<file path="src/rtl/dmem_port_arbiter.sv">
// Two-port data memory arbiter: round-robin between the MEM stage (port 0) and the
// debug/loader master (port 1), with a bounded burst lock for port 1.
module dmem_port_arbiter #(
    parameter int DATA_WIDTH    = 32,
    parameter int ADDRESS_WIDTH = 4,
    parameter int MAX_LOCK      = 8
) (
    input  logic                     clk,
    input  logic                     rst_n,
    input  logic                     req0,
    input  logic                     we0,
    input  logic [1:0]               size0,
    input  logic [ADDRESS_WIDTH-1:0] addr0,
    input  logic [DATA_WIDTH-1:0]    wdata0,
    input  logic                     sext0,
    input  logic                     req1,
    input  logic                     we1,
    input  logic [1:0]               size1,
    input  logic [ADDRESS_WIDTH-1:0] addr1,
    input  logic [DATA_WIDTH-1:0]    wdata1,
    input  logic                     sext1,
    input  logic                     lock1,
    output logic                     ack0,
    output logic                     ack1,
    output logic [1:0]               m_size,
    output logic [ADDRESS_WIDTH-1:0] m_addr,
    output logic [DATA_WIDTH-1:0]    m_din,
    output logic                     m_sign_ext,
    output logic                     m_we,
    input  logic [DATA_WIDTH-1:0]    m_dout,
    output logic                     rsp_valid,
    output logic                     rsp_id,
    output logic                     rsp_err,
    output logic [DATA_WIDTH-1:0]    rsp_rdata
);

    localparam int LOCK_W = (MAX_LOCK > 1) ? $clog2(MAX_LOCK) : 1;

    logic              ptr_reg, ptr_next;
    logic [LOCK_W-1:0] lock_cnt_reg, lock_cnt_next;

    logic [1:0]               we_vec, sext_vec, misalign_vec;
    logic [1:0]               size_arr  [2];
    logic [ADDRESS_WIDTH-1:0] addr_arr  [2];
    logic [DATA_WIDTH-1:0]    wdata_arr [2];

    logic grant0, grant1, any_grant, win_id, win_err;

    logic iss_valid_reg, iss_id_reg, iss_err_reg, iss_load_reg;

    assign we_vec       = {we1, we0};
    assign sext_vec     = {sext1, sext0};
    assign size_arr[0]  = size0;
    assign size_arr[1]  = size1;
    assign addr_arr[0]  = addr0;
    assign addr_arr[1]  = addr1;
    assign wdata_arr[0] = wdata0;
    assign wdata_arr[1] = wdata1;

    // size 2'b11 decodes as a word, so bit 1 alone selects the word alignment rule
    generate
        for (genvar gi = 0; gi < 2; gi++) begin : g_align
            assign misalign_vec[gi] =
                ((size_arr[gi] == 2'b01) && addr_arr[gi][0]) ||
                (size_arr[gi][1] && (addr_arr[gi][1:0] != 2'b00));
        end
    endgenerate

    assign grant0    = req0 && (!req1 || !ptr_reg);
    assign grant1    = req1 && (!req0 || ptr_reg);
    assign any_grant = req0 || req1;
    assign win_id    = grant1;
    assign win_err   = misalign_vec[win_id];

    assign ack0 = rst_n && grant0;
    assign ack1 = rst_n && grant1;

    always_comb begin
        ptr_next      = ptr_reg;
        lock_cnt_next = lock_cnt_reg;
        if (grant0) begin
            ptr_next      = 1'b1;
            lock_cnt_next = '0;
        end else if (grant1) begin
            if (lock1 && (lock_cnt_reg < LOCK_W'(MAX_LOCK - 1))) begin
                ptr_next      = 1'b1;
                lock_cnt_next = lock_cnt_reg + LOCK_W'(1);
            end else begin
                ptr_next      = 1'b0;
                lock_cnt_next = '0;
            end
        end
    end

    always_ff @(posedge clk or negedge rst_n) begin
        if (!rst_n) begin
            ptr_reg      <= 1'b0;
            lock_cnt_reg <= '0;
        end else begin
            ptr_reg      <= ptr_next;
            lock_cnt_reg <= lock_cnt_next;
        end
    end

    // ISSUE stage: misaligned winners still occupy the slot but never write
    always_ff @(posedge clk or negedge rst_n) begin
        if (!rst_n) begin
            m_we          <= 1'b0;
            m_size        <= 2'b00;
            m_addr        <= '0;
            m_din         <= '0;
            m_sign_ext    <= 1'b0;
            iss_valid_reg <= 1'b0;
            iss_id_reg    <= 1'b0;
            iss_err_reg   <= 1'b0;
            iss_load_reg  <= 1'b0;
        end else if (any_grant) begin
            m_we          <= we_vec[win_id] && !win_err;
            m_size        <= size_arr[win_id];
            m_addr        <= addr_arr[win_id];
            m_din         <= wdata_arr[win_id];
            m_sign_ext    <= sext_vec[win_id];
            iss_valid_reg <= 1'b1;
            iss_id_reg    <= win_id;
            iss_err_reg   <= win_err;
            iss_load_reg  <= !we_vec[win_id];
        end else begin
            m_we          <= 1'b0;
            iss_valid_reg <= 1'b0;
        end
    end

    always_ff @(posedge clk or negedge rst_n) begin
        if (!rst_n) begin
            rsp_valid <= 1'b0;
            rsp_id    <= 1'b0;
            rsp_err   <= 1'b0;
            rsp_rdata <= '0;
        end else begin
            rsp_valid <= iss_valid_reg;
            if (iss_valid_reg) begin
                rsp_id    <= iss_id_reg;
                rsp_err   <= iss_err_reg;
                rsp_rdata <= (iss_load_reg && !iss_err_reg) ? m_dout : '0;
            end
        end
    end

endmodule

</file>
<file path="config.mk">
export PLATFORM = sky130hd
export DESIGN_NAME = dmem_port_arbiter
export DESIGN_NICKNAME = d
export VERILOG_FILES = /design/src/rtl/dmem_port_arbiter.sv
export SDC_FILE = /design/constraint.sdc
export NUM_CORES = 1
export LEC_CHECK = 0
export BUFFER_PORTS_ARGS = -buffer_cell sky130_fd_sc_hd__buf_2
export CORE_MARGIN = 2
export CORE_UTILIZATION = 49
export DETAILED_ROUTE_END_ITERATION = 8
export PLACE_DENSITY_LB_ADDON = 0.05
export RECOVER_POWER = 25
export SETUP_SLACK_MARGIN = 0.05
export SLEW_MARGIN = 30
export SYNTH_ARGS = -nofsm -noshare
export SYNTH_HDL_FRONTEND = slang
export SYNTH_SLANG_ARGS = --single-unit
</file>
<file path="constraint.sdc">
create_clock -name clk -period 2.75 [get_ports clk]
set_input_delay 0.4125 -clock clk [delete_from_list [all_inputs] [get_ports clk]]
set_output_delay 0.4125 -clock clk [all_outputs]
set_load 0.01 [all_outputs]
</file>
Word level (Yosys, flattened, before mapping) --
Index checks and enable logic that the tools add are counted.
Operators by class: $add $sub $neg 1, $lt $le $gt $ge 3, equality and inequality tests 2, muxes and demuxes 24, bitwise logic cells 1, reductions and logical operators 25
Operators by type and width (number):
- 32-bit two-way mux | 4
- 4-bit two-way mux | 3
- 1-bit logical AND | 11
- 1-bit two-way mux | 11
- 3-bit two-way mux | 3
- 1-bit zero test | 6
- 2-bit two-way mux | 3
- 2-bit nonzero test | 3
- 1-bit logical OR | 5
- 2-bit by 1-bit == test with 1-bit output, second input constant | 2
- 3-bit by 1-bit adder with 3-bit output, second input constant | 1
- 3-bit < comparator, second input constant | 1
- 2-bit >= comparator, second input constant | 1
- 1-bit by 2-bit < comparator with 1-bit output, second input constant | 1
- 1-bit inverter with 2-bit output | 1
Storage, ports and cells: flip-flop bits (word level) 83, bits of input ports 117, output and inout bits 77, word-level logic and storage cells 71

Logic depth before layout (Yosys ltp) --
depth in word-level cells 8, gate-level depth with buffers 6, gate-level depth less buffers 4

Worst setup path before layout --
Ideal clock, no wire load.
path kind in2out, start point in req1, end point out ack1, data arrival time 1091 ps, required time 2338 ps, slack 1246 ps, stages on the path 4, path buffers 3, cell sequence buf_4 buf_4 buf_2 and3_1
Between the ends: cells in the longest elaborated chain, start to end 2
Ends and longest elaborated chain:
- from (decl) | line 16 | input logic req1,
- 1-bit logical AND | line 70 | assign grant1 = req1 && (!req0 || ptr_reg);
- 1-bit logical AND | line 76 | assign ack1 = rst_n && grant1;
- to (decl) | line 24 | output logic ack1,
No other way between the ends.

Worst setup path in the final report --
start point reg ptr_reg, end point out ack1
Between the ends: cells in the longest elaborated chain, start to end 3
Ends and longest elaborated chain:
- from (decl) | line 39 | logic ptr_reg, ptr_next;
- from (signal assigned) | line 100 | ptr_reg <= ptr_next;
- 1-bit logical OR | line 70
- 1-bit logical AND | line 70
- 1-bit logical AND | line 76
No other way between the ends.

==> summary.txt <==
Skew-Pair Late Insertion Delay - 0.33 ns
Core ar. - 7690 µm²
Endpoint, Worst Hold - rsp_rdata[5]$_DFFE_PN0P_
Tightest Hold Check Type - in -> reg
Final core occ - 0.663
Post-route ant nets - 0
Wire per inst - 13.8 µm
Maximum fanout along the worst path - 37
Deepest clock path buffer count - 2
Switching power - 852 µW
Biggest regs - m_din: 32 flops, rsp_rdata: 32 flops, m_addr: 4 flops
Multi-input gate area - 1390 µm²
Synth cell types - 31
Hpwl dp - 7.16 mm
Yosys reg bits - 83
R2R cell count - 5
Combinational power share - 0.211
CTS tree - built
CP endpoint kind - primary output
Worst path slowest cell - dfrtp_1
Fill cells - 696
Gpl congestion - 0.821
Setup violations, final - 0
Hold Path Cell Cnt - 3
Final wirelength - 10.1 mm
Number of antenna violations at the first check in global routing - 1
R2R Path Start - ptr_reg$_DFFE_PN0P_
DR pass1 iterations - 5
Die X - 93.0 µm
# H-tree levels - 3
Synth Flop Type - dfrtp_1
Most frequent cells in the layout - 173 x buf_2, 83 x dfrtp_1, 69 x inv_1
Gate Count Post-Synth - 443
Peak supply drop - 0.268 mV
Shortest period the worst path allows - 1.98 ns
Area growth from synthesis to layout - 31.1%
Sequential share of power - 0.473
R2r setup slk - 1.02 ns
Die height - 93.0 µm
Data arrival, critical path - 1.57 ns
CTS Buf Count - 9
Via/cell ratio - 5.10
Static leakage - 0.00258 µW
Critical path buffers and inverters - 2
First-pass GRT wire length - 16.3 mm
Yosys warning count - 0
Required @ worst endpoint - 2.34 ns
Total Nets Final - 742
Async SR Flop Fraction - 1.00
Switching share of total power - 0.285
Max-cap viol count - 0
Hold Startpoint - m_dout[5]
CTS Sinks - 83
Layout cells sized above 1 - 0.334
Clk_skew - 0.00813 ns
Fin. max-slew vios - 0
Fin crit share - 0.719
Commonest non-fill, non-tap cell in the layout - buf_2
Final Hold Vio Count - 0
Largest net degree at the start of global routing - 67
Least-Margin Pin Slew - 0.868 ns
Outcome - finished, final reports clean
Initial core utilization - 0.505
Top delay family on crit path - buffers and inverters
Cell Rows - 32
Post-CTS Setup Inserts - 0
Clk pwr share - 0.316
Critical setup path kind - reg -> out
Mapped Area - 3880 µm²
Slew headroom - 0.422
PortBufs - 193
P per Cell Area - 588 nW/µm²
Clock root buffer - clkbuf_8
TNS Setup - 0 ns
Cell-by-cell listing of the critical path - buf_4, nand2b_4, and3_1, buf_2
Post-CTS Hold Buffers - 1
Gr usage total - 0.235
Reg area - 2080 µm²
CTS resizes - 0
Crit start category - register
Vias - 3729
Clk pin slew, worst setup/hold paths - 0.08 ns
FF-to-FF End - iss_load_reg$_DFFE_PN0P_
Post-synth EDFFs - 0
Max Clk Rate - 505 MHz
Synthesized area per cell - 8.77 µm²
RSZ-0062 raised after global routing - no
Remaining global-route overflow - 0
Sequential area share after synthesis - 0.535
Die area - 8660 µm²
Post-Syn Nets - 561
Number of DRC markers in iteration 0 - 157
# DRC - 0
Worst path max stage delay - 0.36 ns
I/O Pins - 194
Vias in the first global route - 3558
Internal power - 2140 µW
## worst max path at each step
stage                     cells past startpoint                        end           startpoint  slack (ns)
after detailed placement                      6   iss_load_reg$_DFFE_PN0P_                 req0        0.76
final                                         4                       ack1  ptr_reg$_DFFE_PN0P_        0.77
after CTS                                     4                       ack1  ptr_reg$_DFFE_PN0P_        0.75
after global routing                          4  rsp_rdata[29]$_DFFE_PN0P_                rst_n        0.66
after floorplan                               4                       ack1                 req1        1.25
after global placement                        5                       ack1                 req0        0.78
## power by group through the flow
stage               sequential, µW  combinational (µW)  clock [µW]
floorplan                     1490                 296           0
global placement              1440                 626           0
detailed placement            1440                 644           0
CTS                           1420                 645         970
global route                  1430                 710        1020
finish                        1420                 632         946
## through the flow
step                      hold WS (ns)  total power [µW]  instances  setup WS, ns  instance area (µm²)
after CTS                        0.261              3030        730         0.755                 5120
final                            0.274              2990        731         0.772                 5090
after global placement           0.212              2060        714         0.779                 4900
after detailed placement         0.214              2080        714         0.757                 4900
after global routing             0.275              3160        731         0.662                 5090
after floorplan                  0.117              1780        443          1.25                 3880
## layout make-up
class / instances / share of cell area
Tap cell: 102 / 0.0251
Sequential cell: 83 / 0.408
Timing Repair Buffer: 204 / 0.201
Antenna cell: 1 / 0.000491
Clock buffer: 10 / 0.0270
Inverter: 69 / 0.0508
Clock inverter: 5 / 0.0152
Multi-Input combinational cell: 257 / 0.272
## kinds of logic after synthesis
logic type	count (synthesis)	share of synthesized area
adder cells (fa/ha/maj)	1	0.00322
AO/OA/AOI/OAI	150	0.222
flip-flops	83	0.535
AND/OR/NAND/NOR	98	0.107
multiplexers	8	0.0238
buffers and inverters	103	0.109
## metal layers
metal / GRT usage / share of wire
met4: 0.0772 / 0.0086
met2: 0.394 / 0.49
met3: 0.0492 / 0.074
met5: 0 / 0
met1: 0.307 / 0.43
## worst min-delay path, cell delays in order
cell and delay, ns:
buf_2 0.07, nand2_1 0.03, o21ai_0 0.05
## cell usage after synthesis (2+ instances only)
master / instances / area [µm²]
dfrtp_1: 83 / 2080
inv_1: 69 / 259
buf_2: 15 / 75.1
buf_1: 3 / 11.3
o21ai_1: 5 / 25.0
mux2_2: 6 / 67.6
and3_1: 2 / 12.5
nand3_1: 2 / 10.0
o22ai_1: 39 / 244
a21oi_1: 36 / 180
nand4_1: 3 / 18.8
buf_4: 3 / 22.5
nand2_1: 41 / 154
clkbuf_1: 12 / 45.0
a31oi_1: 36 / 225
nand4b_1: 2 / 17.5
o21ai_0: 29 / 145
nor2_1: 44 / 165
No activity file was read; power rests on OpenSTA's default activity.
